--- config.mk ---
export PLATFORM = sky130hd
export DESIGN_NAME = absorb_permute_fsm_flat
export DESIGN_NICKNAME = d
export VERILOG_FILES = /design/src/rtl/absorb_permute_fsm_pkg.sv /design/src/rtl/absorb_permute_fsm_if.sv /design/src/rtl/absorb_permute_fsm_handshake_flag.sv /design/src/rtl/absorb_permute_fsm.sv /design/src/flat_wrapper.sv
export SDC_FILE = /design/constraint.sdc
export NUM_CORES = 1
export LEC_CHECK = 0
export CAP_MARGIN = 20
export CORE_ASPECT_RATIO = 1.25
export CORE_MARGIN = 3
export CORE_UTILIZATION = 30
export DETAILED_ROUTE_END_ITERATION = 8
export PLACE_DENSITY = 0.66
export SYNTH_ARGS = -nofsm -noshare
export SYNTH_HDL_FRONTEND = slang
export SYNTH_HIERARCHICAL = 1
export SYNTH_SLANG_ARGS = --single-unit
--- constraint.sdc ---
create_clock -name clk -period 1.35 [get_ports clk]
set_input_delay 0.135 -clock clk [delete_from_list [all_inputs] [get_ports clk]]
set_output_delay 0.135 -clock clk [all_outputs]
set_load 0.02 [all_outputs]
--- src/rtl/absorb_permute_fsm_pkg.sv ---
// Shared types and constants for the SHAKE absorb/permute control slice.
package absorb_permute_fsm_pkg;

    localparam int KECCAK_NUM_ROUNDS = 24;

    typedef enum logic [2:0] {
        ST_RESET,
        ST_IDLE,
        ST_ABSORB,
        ST_PERMUTE,
        ST_COPY,
        ST_DRAIN,
        ST_FLUSH
    } absorb_state_t;

endpackage

--- src/rtl/absorb_permute_fsm_if.sv ---
// Control bus between the load stage, the absorb/permute sequencer, the Keccak datapath and the squeeze stage.
interface absorb_permute_fsm_if #(
    parameter int RIDX_W = 5
);
    logic              input_buffer_ready_wr;
    logic              last_block_in_buffer_wr;
    logic              input_buffer_ready;
    logic              output_size_reached;
    logic              output_buffer_ready_clr;
    logic              output_buffer_ready;
    logic              state_reset;
    logic              absorb_enable;
    logic              round_enable;
    logic [RIDX_W-1:0] round_index;
    logic              copy_enable;
    logic              busy;

    modport slave (
        input  input_buffer_ready_wr,
        input  last_block_in_buffer_wr,
        input  output_size_reached,
        input  output_buffer_ready_clr,
        output input_buffer_ready,
        output output_buffer_ready,
        output state_reset,
        output absorb_enable,
        output round_enable,
        output round_index,
        output copy_enable,
        output busy
    );

    modport master (
        output input_buffer_ready_wr,
        output last_block_in_buffer_wr,
        output output_size_reached,
        output output_buffer_ready_clr,
        input  input_buffer_ready,
        input  output_buffer_ready,
        input  state_reset,
        input  absorb_enable,
        input  round_enable,
        input  round_index,
        input  copy_enable,
        input  busy
    );

endinterface

--- src/rtl/absorb_permute_fsm_handshake_flag.sv ---
// Set/clear handshake flag with set priority; a tag is captured whenever a set is accepted.
// A set arriving while the flag is already full is dropped unless that same cycle also clears it.
module absorb_permute_fsm_handshake_flag #(
    parameter int TAG_W = 1
) (
    input  logic             clk,
    input  logic             rst,
    input  logic             set_i,
    input  logic             clr_i,
    input  logic [TAG_W-1:0] tag_i,
    output logic             flag_o,
    output logic [TAG_W-1:0] tag_o
);
    logic             flag_q, flag_d;
    logic [TAG_W-1:0] tag_q, tag_d;
    logic             accept;

    assign accept = set_i && (!flag_q || clr_i);

    always_comb begin
        flag_d = flag_q;
        tag_d  = tag_q;
        if (accept) begin
            flag_d = 1'b1;
            tag_d  = tag_i;
        end else if (clr_i) begin
            flag_d = 1'b0;
        end
    end

    always_ff @(posedge clk) begin
        if (rst) begin
            flag_q <= 1'b0;
            tag_q  <= '0;
        end else begin
            flag_q <= flag_d;
            tag_q  <= tag_d;
        end
    end

    assign flag_o = flag_q;
    assign tag_o  = tag_q;

endmodule

--- src/rtl/absorb_permute_fsm.sv ---
// Second-stage SHAKE control: absorbs loaded blocks, sequences Keccak-f rounds, and feeds squeeze.
// Strobes decode only the registered state and flags, so the datapath never sees input-driven glitches.
module absorb_permute_fsm #(
    parameter int NUM_ROUNDS       = absorb_permute_fsm_pkg::KECCAK_NUM_ROUNDS,
    parameter int ROUNDS_PER_CYCLE = 1,
    parameter int RIDX_W           = $clog2(NUM_ROUNDS)
) (
    input  logic                clk,
    input  logic                rst,
    absorb_permute_fsm_if.slave bus
);
    import absorb_permute_fsm_pkg::*;

    localparam logic [RIDX_W-1:0] LAST_CNT = RIDX_W'(NUM_ROUNDS - ROUNDS_PER_CYCLE);
    localparam logic [RIDX_W-1:0] STEP     = RIDX_W'(ROUNDS_PER_CYCLE);

    absorb_state_t     state_q;
    logic [RIDX_W-1:0] round_cnt_q;
    logic              last_r_q;

    logic in_rdy;
    logic last_blk;
    logic out_rdy;
    logic absorb_en;
    logic copy_en;
    logic out_tag_unused;

    absorb_permute_fsm_handshake_flag #(.TAG_W(1)) u_in_flag (
        .clk    (clk),
        .rst    (rst),
        .set_i  (bus.input_buffer_ready_wr),
        .clr_i  (absorb_en),
        .tag_i  (bus.last_block_in_buffer_wr),
        .flag_o (in_rdy),
        .tag_o  (last_blk)
    );

    absorb_permute_fsm_handshake_flag #(.TAG_W(1)) u_out_flag (
        .clk    (clk),
        .rst    (rst),
        .set_i  (copy_en),
        .clr_i  (bus.output_buffer_ready_clr),
        .tag_i  (1'b0),
        .flag_o (out_rdy),
        .tag_o  (out_tag_unused)
    );

    assign absorb_en = (state_q == ST_ABSORB);
    // Copy is held off while the squeeze stage still owns the output buffer.
    assign copy_en   = (state_q == ST_COPY) && !out_rdy;

    assign bus.input_buffer_ready  = in_rdy;
    assign bus.output_buffer_ready = out_rdy;
    assign bus.state_reset         = (state_q == ST_RESET) || (state_q == ST_FLUSH);
    assign bus.absorb_enable       = absorb_en;
    assign bus.round_enable        = (state_q == ST_PERMUTE);
    assign bus.round_index         = (state_q == ST_PERMUTE) ? round_cnt_q : '0;
    assign bus.copy_enable         = copy_en;
    assign bus.busy                = (state_q != ST_RESET) && (state_q != ST_IDLE);

    always_ff @(posedge clk) begin
        if (rst) begin
            state_q     <= ST_RESET;
            round_cnt_q <= '0;
            last_r_q    <= 1'b0;
        end else begin
            case (state_q)
                ST_RESET: state_q <= ST_IDLE;
                ST_IDLE: begin
                    if (in_rdy) state_q <= ST_ABSORB;
                end
                ST_ABSORB: begin
                    last_r_q    <= last_blk;
                    round_cnt_q <= '0;
                    state_q     <= ST_PERMUTE;
                end
                ST_PERMUTE: begin
                    if (round_cnt_q == LAST_CNT) begin
                        round_cnt_q <= '0;
                        state_q     <= last_r_q ? ST_COPY : ST_IDLE;
                    end else begin
                        round_cnt_q <= round_cnt_q + STEP;
                    end
                end
                ST_COPY: begin
                    if (!out_rdy) state_q <= ST_DRAIN;
                end
                ST_DRAIN: begin
                    // last_r_q stays set so a further squeeze permutation ends in COPY again.
                    if (!out_rdy) state_q <= bus.output_size_reached ? ST_FLUSH : ST_PERMUTE;
                end
                ST_FLUSH: begin
                    last_r_q <= 1'b0;
                    state_q  <= ST_IDLE;
                end
                default: state_q <= ST_RESET;
            endcase
        end
    end

endmodule
--- src/flat_wrapper.sv ---
// flat-port wrapper written by rule: the top's interface ports become plain ports
module absorb_permute_fsm_flat import absorb_permute_fsm_pkg::*;
#(
    parameter int NUM_ROUNDS       = absorb_permute_fsm_pkg::KECCAK_NUM_ROUNDS,
    parameter int ROUNDS_PER_CYCLE = 1,
    parameter int RIDX_W           = $clog2(NUM_ROUNDS)
)
  (clk, rst, bus_input_buffer_ready_wr, bus_last_block_in_buffer_wr, bus_output_size_reached, bus_output_buffer_ready_clr, bus_input_buffer_ready, bus_output_buffer_ready, bus_state_reset, bus_absorb_enable, bus_round_enable, bus_round_index, bus_copy_enable, bus_busy);
  absorb_permute_fsm_if #(.RIDX_W(RIDX_W)) bus_i ();
  input  logic clk;
  input  logic rst;
  input wire logic [$bits(bus_i.input_buffer_ready_wr)-1:0] bus_input_buffer_ready_wr;
  input wire logic [$bits(bus_i.last_block_in_buffer_wr)-1:0] bus_last_block_in_buffer_wr;
  input wire logic [$bits(bus_i.output_size_reached)-1:0] bus_output_size_reached;
  input wire logic [$bits(bus_i.output_buffer_ready_clr)-1:0] bus_output_buffer_ready_clr;
  output wire logic [$bits(bus_i.input_buffer_ready)-1:0] bus_input_buffer_ready;
  output wire logic [$bits(bus_i.output_buffer_ready)-1:0] bus_output_buffer_ready;
  output wire logic [$bits(bus_i.state_reset)-1:0] bus_state_reset;
  output wire logic [$bits(bus_i.absorb_enable)-1:0] bus_absorb_enable;
  output wire logic [$bits(bus_i.round_enable)-1:0] bus_round_enable;
  output wire logic [$bits(bus_i.round_index)-1:0] bus_round_index;
  output wire logic [$bits(bus_i.copy_enable)-1:0] bus_copy_enable;
  output wire logic [$bits(bus_i.busy)-1:0] bus_busy;
  assign bus_i.input_buffer_ready_wr = bus_input_buffer_ready_wr;
  assign bus_i.last_block_in_buffer_wr = bus_last_block_in_buffer_wr;
  assign bus_i.output_size_reached = bus_output_size_reached;
  assign bus_i.output_buffer_ready_clr = bus_output_buffer_ready_clr;
  assign bus_input_buffer_ready = bus_i.input_buffer_ready;
  assign bus_output_buffer_ready = bus_i.output_buffer_ready;
  assign bus_state_reset = bus_i.state_reset;
  assign bus_absorb_enable = bus_i.absorb_enable;
  assign bus_round_enable = bus_i.round_enable;
  assign bus_round_index = bus_i.round_index;
  assign bus_copy_enable = bus_i.copy_enable;
  assign bus_busy = bus_i.busy;
  absorb_permute_fsm #(.NUM_ROUNDS(NUM_ROUNDS), .ROUNDS_PER_CYCLE(ROUNDS_PER_CYCLE), .RIDX_W(RIDX_W)) u_core (.clk(clk), .rst(rst), .bus(bus_i));
endmodule
==> run metrics <==
gr usage total 0.131; Avg WL per Cell 11.5 um; die footprint 2950 sq um; final instance area 1150 sq um; H-tree depth 1; Placed Cells 146; router iterations before antenna repair 4; io pins 18; Clk Tree Root Cell clkbuf_4; GPL Wtd Cong 0.844; syn nets 92; Post-Syn Area between 700 and 800 sq um; Area after DPL 1030 sq um; Mapped Cells 85; initial antenna violation count 0; number of setup violations in the final report 1; Die X 49.2 um; Die Ht 60.0 um; final core occ 0.551; slowest library cell on the worst path or4_1; CTS max path bufs 2; cell row count 18; Clock Latency Late Sink 0.27 ns; Inserted Diodes 0; CP Depth 4; CP Launch Type register; core area 2090 sq um; r2r worst-path depth 4; unrepaired setup endpoints after global routing yes; via count 750; iteration-0 DRC count of the detailed router 15; CP delay by family, top simple AND/OR/NAND/NOR gates; Leak Pwr 0.484 nW; CP max stage delay 0.50 ns; number of global-route vias before repair 690; status finished, violations left; mean post-synth cell area 8.24 sq um; Max-cap violations 0; Syn-to-layout area delta 64.6%; GRT Residual Overflow 0; worst setup margin -0.0380 ns; # fillers 197; WP data required 1.55 ns; CTS tree yes; Setup TNS -0.0380 ns; VDD IR max 0.571 mV; Period minus WS final between 1 and 1.5 ns; critical setup path kind register to register; Clock transition at path regs 0.07 ns; violated checks setup timing; number of buffers added on ports 17; Final Non-Filler Cells 154; DP HPWL around 1300 um; Hold/Removal Path Class input pin to register; Post-DRT Antenna Nets 0; hold buffer count at CTS 0; Final Net Count 133; crit path DAT around 1.6 ns; largest net degree at the start of global routing 8; Starting Density 0.335; routed vias/inst 4.87; layout cell share with drive strength beyond 1 0.468; WHS Path Cells 3; Yosys warnings 6; Worst Max-Slew Pin Slew ~0.27 ns; CP max FO 7; crit-path cells buf_4, nand2b_4, or4_1, a31oi_1; Tcrit/Tclk final 1.03; drt drc 0; Max-slew headroom 0.819; first-pass GRT wire length 2970 um; clock sinks 12; Pwr Density 669 nW/um^2; final wirelength about 1800 um; CP endpoint kind register; Multi-input gate area approximately 470 sq um; worst clock skew 0.00401 ns; CTS buffer count 3; Peak Freq 0.720 GHz; sequential cell area between 200 and 300 sq um; critical path buffer and inverter count 1; final slew viol count 0; Fin. Hold Viols 0
[what timing repair did]
item	CTS	global route
buffers inserted	4	1
endpoints found under the setup margin	16	14
pin swaps	4	7
gates resized for setup	53	28
[flip-flops by register name, indices dropped and copies added, names as in the netlist]
name / count
u_core/last_r_q: 1
u_core/u_in_flag/tag_o: 1
u_core/round_cnt_q: 5
u_core/u_in_flag/flag_o: 1
u_core/state_q: 3
u_core/u_out_flag/flag_o: 1
[metrics by stage]
stage               total power (W)  worst slack (ns)  hold slack, ns
finish                     0.000772           -0.0380           0.430
global route               0.000824           -0.0705           0.448
CTS                        0.000774           -0.0925           0.423
detailed placement         0.000539            -0.255           0.487
global placement           0.000539            -0.254           0.473
floorplan                  0.000468            0.0413           0.207
[worst reg2reg max path, stage by stage (launching register included)]
cell and delay [ns]:
dfxtp_4 0.36, buf_4 0.14, nand2b_4 0.16, or4_1 0.50, a31oi_1 0.16
[metal layers]
metal | track usage | share of wire | up-vias
li1 | - | - | 383
met1 | 0.148 | 0.45 | 342
met2 | 0.228 | 0.47 | 21
met3 | 0.0274 | 0.054 | 4
met4 | 0.0732 | 0.031 | 0
met5 | 0 | 0 | -
[layout make-up]
cell class              instances  share of cell area
flip-flops and latches         12               0.218
inverters                       5              0.0163
clock buffers                   3              0.0195
well taps                      30              0.0325
repair buffers                 41               0.307
multi-input cells              63               0.407
[path summary, 6_finish.rpt]
path / from / end / slack, ns
max: u_core/state_q[2]$_SDFFE_PP0P_ / u_core/round_cnt_q[4]$_SDFFE_PP0P_ / -0.04
min reg2reg: u_core/u_in_flag/tag_o$_SDFFE_PP0P_ / u_core/u_in_flag/tag_o$_SDFFE_PP0P_ / 0.50
min: bus_last_block_in_buffer_wr / u_core/u_in_flag/tag_o$_SDFFE_PP0P_ / 0.43
max reg2reg: u_core/state_q[2]$_SDFFE_PP0P_ / u_core/round_cnt_q[4]$_SDFFE_PP0P_ / -0.04
[cell usage in the layout (no fill, tap or decap), types with 2 or more instances in the layout]
cell type and instances:
a21o_1 2, nand2b_1 4, a21oi_1 6, nand2_1 5
nand3b_1 3, o21ai_0 3, clkdlybuf4s50_1 5, dfxtp_2 3
a31oi_1 3, and2_4 4, nor2b_1 2, buf_4 24
or2b_1 2, dlygate4sd2_1 2, nor2_2 2, a22oi_1 2
clkbuf_4 3, dfxtp_4 2, inv_1 5, dfxtp_1 7
buf_6 9, nor2_1 4, nand3_1 2
[where the power goes]
part	internal [W]	switching [W]
clock	0.000103	0.000117
sequential	0.000363	0.0000105
combinational	0.0000942	0.0000840
(Power assumes the default switching activity.)
